==> src/rtl/mem_access_pkg.sv <==
// rtl/mem_access_pkg.sv - shared opcodes, transfer sizes and FSM states for mem_access
package mem_access_pkg;

    localparam logic [5:0] OP_LB  = 6'h20;
    localparam logic [5:0] OP_LH  = 6'h21;
    localparam logic [5:0] OP_LW  = 6'h23;
    localparam logic [5:0] OP_LBU = 6'h24;
    localparam logic [5:0] OP_LHU = 6'h25;
    localparam logic [5:0] OP_SB  = 6'h28;
    localparam logic [5:0] OP_SH  = 6'h29;
    localparam logic [5:0] OP_SW  = 6'h2B;

    localparam logic [1:0] SIZE_BYTE = 2'd0;
    localparam logic [1:0] SIZE_HALF = 2'd1;
    localparam logic [1:0] SIZE_WORD = 2'd2;

    typedef enum logic [2:0] {
        ST_IDLE  = 3'd0,
        ST_REQ   = 3'd1,
        ST_WAIT  = 3'd2,
        ST_DONE  = 3'd3,
        ST_DRAIN = 3'd4
    } state_t;

    function automatic logic is_load_op(input logic [5:0] op);
        return (op == OP_LB) || (op == OP_LH) || (op == OP_LW) ||
               (op == OP_LBU) || (op == OP_LHU);
    endfunction

    function automatic logic is_store_op(input logic [5:0] op);
        return (op == OP_SB) || (op == OP_SH) || (op == OP_SW);
    endfunction

    function automatic logic [1:0] op_size(input logic [5:0] op);
        case (op)
            OP_LB, OP_LBU, OP_SB: return SIZE_BYTE;
            OP_LH, OP_LHU, OP_SH: return SIZE_HALF;
            default:              return SIZE_WORD;
        endcase
    endfunction

endpackage

==> src/rtl/mem_access_if.sv <==
// rtl/mem_access_if.sv - data-side SRAM-like request/response bus
interface mem_access_if;
    logic        data_req;
    logic        data_wr;
    logic [1:0]  data_size;
    logic [31:0] data_addr;
    logic [31:0] data_wdata;
    logic        data_addr_ok;
    logic        data_data_ok;
    logic [31:0] data_rdata;

    modport master (
        output data_req, data_wr, data_size, data_addr, data_wdata,
        input  data_addr_ok, data_data_ok, data_rdata
    );

    modport slave (
        input  data_req, data_wr, data_size, data_addr, data_wdata,
        output data_addr_ok, data_data_ok, data_rdata
    );
endinterface

==> src/rtl/mem_load_align.sv <==
// rtl/mem_load_align.sv - load lane select and sign/zero extension
module mem_load_align
    import mem_access_pkg::*;
(
    input  logic [5:0]  op,
    input  logic [1:0]  addr_lo,
    input  logic [31:0] rdata,
    output logic [31:0] value
);

    logic [7:0]  byte_sel;
    logic [15:0] half_sel;

    // Pick the addressed byte/half lane, then extend according to the opcode
    always_comb begin
        case (addr_lo)
            2'd0:    byte_sel = rdata[7:0];
            2'd1:    byte_sel = rdata[15:8];
            2'd2:    byte_sel = rdata[23:16];
            default: byte_sel = rdata[31:24];
        endcase
        half_sel = addr_lo[1] ? rdata[31:16] : rdata[15:0];
        value    = 32'h0;
        case (op)
            OP_LB:   value = {{24{byte_sel[7]}}, byte_sel};
            OP_LBU:  value = {24'h0, byte_sel};
            OP_LH:   value = {{16{half_sel[15]}}, half_sel};
            OP_LHU:  value = {16'h0, half_sel};
            OP_LW:   value = rdata;
            default: value = 32'h0;
        endcase
    end

endmodule

==> src/rtl/mem_access.sv <==
// rtl/mem_access.sv - MEM-stage load/store unit (optional MEM_ADDR_EXC_EN alignment exceptions)
module mem_access
    import mem_access_pkg::*;
(
    input  logic         clk,
    input  logic         rst,
    input  logic [31:0]  instrM,
    input  logic [31:0]  alu_outM,
    input  logic [31:0]  rt_valueM,
    input  logic         flushM,
    input  logic         stallM,
    mem_access_if.master bus,
    output logic [31:0]  load_valueM,
    output logic         mem_stallM,
    output logic         adelM,
    output logic         adesM
);

    state_t      state, state_n;
    logic [5:0]  op;
    logic        is_load, is_store, mem_op, addr_err, go;
    logic        req, capture;
    logic [1:0]  size;
    logic [31:0] wdata_lanes, rdata_q, aligned;
    logic        unused_instr;

    assign op           = instrM[31:26];
    assign unused_instr = ^instrM[25:0];
    assign is_load      = is_load_op(op);
    assign is_store     = is_store_op(op);
    assign mem_op       = is_load | is_store;
    assign size         = op_size(op);

`ifdef MEM_ADDR_EXC_EN
    logic misaligned;
    assign misaligned = ((size == SIZE_HALF) && alu_outM[0]) ||
                        ((size == SIZE_WORD) && (alu_outM[1:0] != 2'b00));
    assign adelM = is_load & misaligned;
    assign adesM = is_store & misaligned;
`else
    assign adelM = 1'b0;
    assign adesM = 1'b0;
`endif

    assign addr_err = adelM | adesM;
    assign go       = mem_op & ~flushM & ~addr_err;

    // State register; reset abandons any bus transaction since the bus resets too
    always_ff @(posedge clk or posedge rst) begin
        if (rst) state <= ST_IDLE;
        else     state <= state_n;
    end

    // Next state, request strobe and response capture
    always_comb begin
        state_n = state;
        req     = 1'b0;
        capture = 1'b0;
        case (state)
            ST_IDLE, ST_REQ: begin
                // REQ keeps the request up until accepted; a flush withdraws it at once
                req = (state == ST_IDLE) ? go : ~flushM;
                if (state == ST_REQ && flushM) begin
                    state_n = ST_IDLE;
                end else if (req) begin
                    if (bus.data_addr_ok && bus.data_data_ok) begin
                        state_n = ST_DONE;
                        capture = 1'b1;
                    end else if (bus.data_addr_ok) begin
                        state_n = ST_WAIT;
                    end else begin
                        state_n = ST_REQ;
                    end
                end
            end
            ST_WAIT: begin
                // An accepted request always consumes its data_ok, even when flushed
                if (bus.data_data_ok) begin
                    if (flushM) begin
                        state_n = ST_IDLE;
                    end else begin
                        state_n = ST_DONE;
                        capture = 1'b1;
                    end
                end else if (flushM) begin
                    state_n = ST_DRAIN;
                end
            end
            ST_DONE: begin
                if (flushM || !stallM) state_n = ST_IDLE;
            end
            ST_DRAIN: begin
                if (bus.data_data_ok) state_n = ST_IDLE;
            end
            default: state_n = ST_IDLE;
        endcase
    end

    // Response capture register feeding the load aligner
    always_ff @(posedge clk or posedge rst) begin
        if (rst)          rdata_q <= 32'h0;
        else if (capture) rdata_q <= bus.data_rdata;
    end

    // Store data replicated across the lanes the size covers
    always_comb begin
        case (size)
            SIZE_BYTE: wdata_lanes = {4{rt_valueM[7:0]}};
            SIZE_HALF: wdata_lanes = {2{rt_valueM[15:0]}};
            default:   wdata_lanes = rt_valueM;
        endcase
    end

    assign bus.data_req   = req;
    assign bus.data_wr    = req & is_store;
    assign bus.data_size  = req ? size : SIZE_BYTE;
    assign bus.data_addr  = req ? alu_outM : 32'h0;
    assign bus.data_wdata = (req && is_store) ? wdata_lanes : 32'h0;

    mem_load_align u_align (
        .op      (op),
        .addr_lo (alu_outM[1:0]),
        .rdata   (rdata_q),
        .value   (aligned)
    );

    assign load_valueM = (state == ST_DONE) ? aligned : 32'h0;
    assign mem_stallM  = (go && state != ST_DONE) || (state == ST_DRAIN);

endmodule

==> src/flat_wrapper.sv <==
// flat-port wrapper written by rule: the top's interface ports become plain ports
module mem_access_flat import mem_access_pkg::*;
  (clk, rst, instrM, alu_outM, rt_valueM, flushM, stallM, load_valueM, mem_stallM, adelM, adesM, bus_data_req, bus_data_wr, bus_data_size, bus_data_addr, bus_data_wdata, bus_data_addr_ok, bus_data_data_ok, bus_data_rdata);
  mem_access_if bus_i ();
  input  logic clk;
  input  logic rst;
  input  logic [31:0] instrM;
  input  logic [31:0] alu_outM;
  input  logic [31:0] rt_valueM;
  input  logic flushM;
  input  logic stallM;
  output logic [31:0] load_valueM;
  output logic mem_stallM;
  output logic adelM;
  output logic adesM;
  output wire logic [$bits(bus_i.data_req)-1:0] bus_data_req;
  output wire logic [$bits(bus_i.data_wr)-1:0] bus_data_wr;
  output wire logic [$bits(bus_i.data_size)-1:0] bus_data_size;
  output wire logic [$bits(bus_i.data_addr)-1:0] bus_data_addr;
  output wire logic [$bits(bus_i.data_wdata)-1:0] bus_data_wdata;
  input wire logic [$bits(bus_i.data_addr_ok)-1:0] bus_data_addr_ok;
  input wire logic [$bits(bus_i.data_data_ok)-1:0] bus_data_data_ok;
  input wire logic [$bits(bus_i.data_rdata)-1:0] bus_data_rdata;
  assign bus_data_req = bus_i.data_req;
  assign bus_data_wr = bus_i.data_wr;
  assign bus_data_size = bus_i.data_size;
  assign bus_data_addr = bus_i.data_addr;
  assign bus_data_wdata = bus_i.data_wdata;
  assign bus_i.data_addr_ok = bus_data_addr_ok;
  assign bus_i.data_data_ok = bus_data_data_ok;
  assign bus_i.data_rdata = bus_data_rdata;
  mem_access u_core (.clk(clk), .rst(rst), .instrM(instrM), .alu_outM(alu_outM), .rt_valueM(rt_valueM), .flushM(flushM), .stallM(stallM), .bus(bus_i), .load_valueM(load_valueM), .mem_stallM(mem_stallM), .adelM(adelM), .adesM(adesM));
endmodule
==> config.mk <==
export PLATFORM = sky130hd
export DESIGN_NAME = mem_access_flat
export DESIGN_NICKNAME = d
export VERILOG_FILES = /design/src/rtl/mem_access_pkg.sv /design/src/rtl/mem_access_if.sv /design/src/rtl/mem_load_align.sv /design/src/rtl/mem_access.sv /design/src/flat_wrapper.sv
export SDC_FILE = /design/constraint.sdc
export NUM_CORES = 1
export LEC_CHECK = 0
export BUFFER_PORTS_ARGS = -buffer_cell sky130_fd_sc_hd__buf_4
export CORE_AREA = 4 4 97 90
export CTS_CLUSTER_SIZE = 16
export DETAILED_ROUTE_END_ITERATION = 10
export DIE_AREA = 0 0 101 94
export PLACE_DENSITY = 0.86
export REMOVE_ABC_BUFFERS = 1
export SLEW_MARGIN = 10
export SYNTH_ARGS = -nofsm -noshare
export SYNTH_HDL_FRONTEND = slang
export SYNTH_HIERARCHICAL = 1
export SYNTH_SLANG_ARGS = --single-unit
==> constraint.sdc <==
create_clock -name clk -period 3.76 [get_ports clk]
set_clock_uncertainty 0.1 [all_clocks]
set_input_delay 0.188 -clock clk [delete_from_list [all_inputs] [get_ports clk]]
set_output_delay 0.188 -clock clk [all_outputs]
set_load 0.1 [all_outputs]
== After elaboration in Yosys (flattened, before gate mapping) ==
Index checks and enable logic that the tools add are counted.

* Mux-type cells: 27
* Equality and inequality tests: 20
* Bitwise gates (word level): 4
* Reductions and logical operators: 20

{| class="wikitable"
|+ Operator list
! cell !! number
|-
| 32-bit one-hot mux with 5 select lines || 1
|-
| 32-bit 2-to-1 mux || 3
|-
| 32-bit one-hot mux with 2 select lines || 1
|-
| 6-bit == test (second input constant) || 8
|-
| 8-bit one-hot mux with 3 select lines || 1
|-
| 3-bit 2-to-1 mux || 7
|-
| 16-bit 2-to-1 mux || 1
|-
| 3-bit one-hot mux with 4 select lines || 1
|-
| 1-bit logical OR || 8
|-
| 1-bit 2-to-1 mux || 7
|-
| 3-bit by 2-bit == test with 1-bit output (second input constant) || 2
|-
| 2-bit 2-to-1 mux || 3
|-
| 3-bit OR reduction || 2
|-
| 2-bit by 1-bit == test with 1-bit output (second input constant) || 2
|-
| 1-bit logical AND || 4
|-
| 2-bit zero test || 2
|-
| 2-bit one-hot mux with 2 select lines || 1
|-
| 4-bit AND reduction || 1
|-
| 3-bit by 1-bit == test with 1-bit output (second input constant) || 1
|-
| 3-bit == test (second input constant) || 1
|-
| 3-bit zero test || 1
|-
| 3-bit by 1-bit != test with 1-bit output (second input constant) || 1
|-
| 3-bit by 2-bit != test with 1-bit output (second input constant) || 1
|-
| 3-bit != test (second input constant) || 1
|-
| other kinds (9) || 10
|}

* Output and inout bits: 103
* Input bits: 134
* Register bits: 35
* Logic and storage cells: 73

== Depth between registers and ports, before layout ==
* Depth in word-level cells: 11
* Depth in mapped cells: 7
* Depth with buffers taken out: 5

== Cells and area by module ==
The synthesis kept the hierarchy.

{| class="wikitable"
|+ By module, submodules not included
! module !! cells an instance !! area an instance (µm²) !! sequential area each (µm²) !! times used
|-
| mem_access || 273 || 2686.3 || 875.8 || 1
|-
| mem_load_align || 101 || 769.5 || 0.0 || 1
|}

== Worst setup path after synthesis ==
Ideal clock, no wire load.

* Kind: register to output
* Start point: reg u_core.state[1]
* End point: out bus_data_wdata[24]
* Data required time: 3.472 ns
* Path buffers: 1
* Arrival: 3.206 ns
* Setup slack: 0.266 ns
* Stages on the path, launching flop included: 5
* Cells stage by stage: dfrtp_1 -> buf_2 -> nor3_1 -> nand4b_1 -> a211oi_1

* Word-level cells in the longest chain between the ends: 5
* Elaborated cells on any way between the ends: 7
* Classes of those cells: 1 x eq/ne; 3 x mux; 3 x reduce/logical

{| class="wikitable"
|+ RTL lines
! element !! line !! text
|-
| start: declaration || mem_access.sv:19 || <nowiki>state_t state, state_n;</nowiki>
|-
| start signal: assignment || mem_access.sv:51 || <nowiki>else state <= state_n;</nowiki>
|-
| 3-bit by 1-bit == test with 1-bit output / 3-bit zero test (equally long branches) || mem_access.sv:59, mem_access.sv:62 ||
|-
| 2-bit OR reduction / 1-bit 2-to-1 mux (equally long branches) || mem_access.sv:59, mem_access.sv:62 ||
|-
| 1-bit 2-to-1 mux (*) || mem_access.sv:59 || <nowiki>case (state)</nowiki>
|-
| 1-bit logical AND (*) || mem_access.sv:118 || <nowiki>assign bus.data_wdata = (req && is_store) ? wdata_lanes : 32'h0;</nowiki>
|-
| 32-bit 2-to-1 mux (*) || mem_access.sv:118 ||
|-
| end: declaration || flat_wrapper.sv:20 || <nowiki>output wire logic [$bits(bus_i.data_wdata)-1:0] bus_data_wdata;</nowiki>
|}

Mark *: on every way between the ends. The rest lies on a longest branch, timed or not.

== Worst setup path after layout ==
* Start point: reg u_core.state[1]
* End point: out bus_data_size[0]

* Word-level cells in the longest chain between the ends: 4
* Elaborated cells on any way between the ends: 6
* Classes of those cells: 1 x eq/ne; 3 x mux; 2 x reduce/logical

{| class="wikitable"
|+ RTL lines
! element !! line !! text
|-
| 3-bit by 1-bit == test with 1-bit output / 3-bit zero test (equally long branches) || mem_access.sv:59, mem_access.sv:62 ||
|-
| 2-bit OR reduction / 1-bit 2-to-1 mux (equally long branches) || mem_access.sv:59, mem_access.sv:62 ||
|-
| 1-bit 2-to-1 mux (*) || mem_access.sv:59 ||
|-
| 2-bit 2-to-1 mux (*) || mem_access.sv:116 || <nowiki>assign bus.data_size = req ? size : SIZE_BYTE;</nowiki>
|-
| end: declaration || flat_wrapper.sv:18 || <nowiki>output wire logic [$bits(bus_i.data_size)-1:0] bus_data_size;</nowiki>
|}

Marks and branches as above.

==> impl.org <==
** Route
- Final antenna-violating net count :: 0
- After detailed routing, the number of remaining DRC violations is 0.
- After detailed routing, the average wire length per cell comes to 17.9 µm.
- For this block, the routed nets add up to 12.0 mm of wire.
- Via count :: 3,515
- Drt first-iter violations :: 182
- Post-DR vias/cell :: 5.25
- Detailed-router iteration count before antenna repair :: 5

** Synthesis
- Mux share of post-synthesis cell area :: 23.7%
- Count of flip-flops with a built-in enable after synthesis :: 0
- Average cell area after synthesis :: about 9.2 µm²
- Share of the synthesized area in compound gates (AO/OA/AOI/OAI) :: 18.1%
- After synthesis, the largest family of logic cells by area is simple AND/OR/NAND/NOR gates.
- The share of the Yosys chip area taken by registers is approximately a quarter.
- In this run, synthesis produced a sequential element count of 35.
- Yosys warnings :: 6
- The number of different library cells used by synthesis comes to 55.
- Synthesis produced roughly 370 cells.
- Post-Syn Area :: 3460 µm²
- In the synthesized netlist the dominant register cell turns out to be dfrtp_1.
- Area share of fa/ha/maj cells after synthesis :: 0%
- After synthesis, the share of flip-flops with an asynchronous set or reset is 100%.
- Summing the areas of all xor and xnor instances in the mapped netlist gives 0% of the synthesized area.
- Of the total synthesized cell area, the portion taken by AND, OR, NAND and NOR gates is ~26%.

** Clocking
- Maximum clock insertion buffer count :: 2
- Cts bufs inserted :: 5
- Clock latency on the worst-skew pair, taken at its later pin, is 0.28 ns.
- Clock tree synthesis selected as its root buffer the cell clkbuf_8.
- Depth of the CTS H-tree :: 2
- TritonCTS built the clock tree.
- Clock sink count :: 35
- Clock-pin slew was measured on the worst setup and hold paths at about 0.07 ns.

** Pwr
- Power comes to 0.00243 W.
- Switching Power :: about 0.0011 W
- Fraction of power spent switching nets :: 46.7%
- The share of total power dissipated in combinational logic is 57.0%.
- PwrDens :: ~480 nW/µm²
- VDD IR-drop max :: 0.215 mV
- The share of total power dissipated in sequential elements is 31.7%.
- In this run the static leakage power is about 2.7 nW.
- The internal power of the cells totals 0.00129 W.
- Power share of the clock group :: 11.3%

** Setup path
- Worst Reg2Reg Path Length in Cells :: 5
- The setup check on the worst reg-to-reg path leaves a slack of 1.56 ns.
- Arrival time reported for the critical path endpoint :: 2.47 ns
- The worst register-to-register path ends at u_core/rdata_q[24]$_DFFE_PP0P_.
- Required time of the worst setup path :: ~3.5 ns
- The critical path is of the reg2out type.
- CP endpoint kind :: primary output
- FF-to-FF Start :: u_core/state[1]$_DFFE_PP0P_
- Worst-path maximum fanout :: 35
- The worst setup path is launched from a flop.

** Final layout
- After the last flow step, the layout net total stands at 703.
- Summing all non-filler instances in the final layout gives an area of between 5000 and 6000 µm².
- After filler insertion, the fill cell instance count of the layout stands at 626.
- Cells with a size suffix above 1 make up 48.9% of the layout.
- Compared with the post-synthesis result, the final layout area differs by 47.4%.

** Global route
- Entering global routing, the biggest net connects 36 pins.
- For this run, the total global-route usage over all layers was measured as 24.0%.
- Number of antenna violations at the first check in global routing :: 1
- The first global-routing pass estimated 18.0 mm of wire.
- For this run the aggregate overflow at the end of global routing stands at 0.
- Vias in the first global route :: 3,493

** Placement
- Placer Congestion :: 0.924
- After detailed placement, the total cell area comes to between 4000 and 5000 µm².
- Number of input and output port buffers inserted :: 208
- The wire-length estimate of the detail-placed layout is 9.40 mm.
- OpenSTA, run right after detailed placement, puts the worst setup slack at approximately 1.3 ns.

** STA
- Setup repair after global routing missed its margin :: false
- Setup tns final :: 0 ns
- Setup violations remaining at the end of the flow were counted as 0.
- Period utilisation layout :: about three quarters
- Hold violation total from the final report :: 0
- Number of pins exceeding their max-slew limit in the final report :: 0
- Subtracting the final worst setup slack from the clock period gives 2.76 ns.
- For this run, the top clock speed supported by timing is about 0.36 GHz.
- Headroom to the max-slew limit :: between 30% and 40%
- At the pin with the least slew margin, the transition time is 1.03 ns.
- Setup slack after layout :: 1.00 ns

** Hold path
- Critical hold path startpoint :: bus_data_rdata[19]
- The path with the worst hold slack has its endpoint at u_core/rdata_q[19]$_DFFE_PP0P_.
- Number of instances on the worst hold path :: 2
- The worst hold path belongs to the class in2reg.

** Floorplanning
- I/O pin count :: 237
- Die outline width :: 101 µm
- Std-Cell Core Area :: 7800 µm²
- Die height :: 94 µm
- The die covers between 9000 and 10,000 µm².
- Standard-cell row count :: 31
- Initial standard-cell utilization of the core :: 44.3%

** Flow run
- Max-cap violations in this run came to 0.

** Status
- The flow ran to the end, and the final reports show no timing, DRC or antenna violations.
==> repair_timing <==
| action | in CTS | in global routing |
|---|---|---|
| gates resized for setup | 0 | 0 |
| hold buffers | 1 | 0 |
| endpoints found under the setup margin | 0 | 0 |
| endpoints found under the hold margin | 35 | 0 |
| buffers inserted | 0 | 0 |
==> worst max-delay path, stage by stage, from the launching register on <==
cell	delay, ns
dfrtp_1	0.48
nor3_1	0.29
a21boi_2	0.84
and3_1	0.28
buf_4	0.29
==> sequential cells by signal, indices dropped and copies added (netlist names) <==
register / count
u_core/rdata_q: 32
u_core/state: 3
==> layer usage <==
layer,up-vias,wire [µm],GRT usage (%)
met5,-,0,0
met4,0,222,5.43
met1,1661,4940,31.8
met3,13,918,5.05
met2,156,5890,40.1
li1,1685,-,-
==> cells in the final DEF, fill, tap and decap left out, types with 6 or more instances in the layout <==
cell type / netlist / routed
buf_4: 3 / 214
and2_1: 74 / 74
dfrtp_1: 35 / 35
mux2_4: 30 / 30
nand2_1: 25 / 25
nor2_1: 24 / 24
mux2i_1: 21 / 21
a21o_1: 16 / 16
o21ai_0: 12 / 12
a21oi_1: 12 / 12
inv_1: 11 / 11
clkbuf_8: 0 / 6
and3_1: 6 / 6
nand2b_1: 6 / 6
mux4_2: 6 / 6
==> stage by stage <==
step,hold slack (ns),utilization [%],instances
3_5_place_dp,0.227,64.1,660
3_3_place_gp,0.218,64.1,660
6_report,0.0264,65.3,669
2_1_floorplan,0.231,-,347
5_1_grt,0.0111,65.3,669
4_1_cts,0.0217,65.3,668
==> synthesized netlist by cell type (3+ instances only) <==
cell	count	area (µm²)
clkbuf_1	7	26.3
and2_1	74	463
buf_12	3	60.1
o21bai_1	4	30.0
buf_2	13	65.1
nand2b_1	6	37.5
buf_4	3	22.5
nor2b_1	3	18.8
o21ai_0	12	60.1
mux4_2	6	135
or2_1	4	25.0
mux2i_1	21	210
a211oi_1	5	37.5
mux2_4	30	450
dfrtp_1	35	876
inv_1	11	41.3
nand2_1	25	93.8
nor2_1	24	90.1
nand3_1	3	15.0
a21oi_1	12	60.1
a211oi_2	4	50.1
a21o_1	16	120
a221o_1	5	50.1
and3_1	6	37.5
==> power by group through the flow <==
stage          clock network [W]  logic, W  registers, W
6_report                0.000275   0.00138      0.000770
5_1_grt                 0.000298   0.00145      0.000803
4_1_cts                 0.000281   0.00138      0.000764
3_5_place_dp                   0   0.00138      0.000768
3_3_place_gp                   0   0.00135      0.000754
2_1_floorplan                  0   0.00108      0.000699
==> kinds of logic (layout without fill, tap and decap cells) <==
kind of cell	after synthesis	in the layout
compound gates	80	80
buf+inv	41	235
flops	35	35
mux	59	59
other cells	1	3
simple gates	158	158
==> final cells by class <==
class	instances	area, µm²	share of cell area (%)
multi-input cells	299	2340	45.9
repair buffers	215	1620	31.7
flip-flops and latches	35	876	17.2
well taps	99	124	2.43
clock buffers	6	82.6	1.62
inverters	13	48.8	0.958
clock inverters	1	5.00	0.0983
diodes	1	2.50	0.0491
==> worst max-delay path by stage <==
stage	depth (start not counted)	startpoint	end
2_1_floorplan	3	u_core/state[1]$_DFFE_PP0P_	bus_data_wdata[24]
3_3_place_gp	7	instrM[26]	load_valueM[7]
3_5_place_dp	7	instrM[27]	load_valueM[24]
4_1_cts	4	u_core/state[1]$_DFFE_PP0P_	bus_data_size[0]
5_1_grt	4	u_core/state[1]$_DFFE_PP0P_	bus_data_size[0]
6_report	4	u_core/state[1]$_DFFE_PP0P_	bus_data_size[0]
Note: power is estimated with default switching activity, not from simulation.
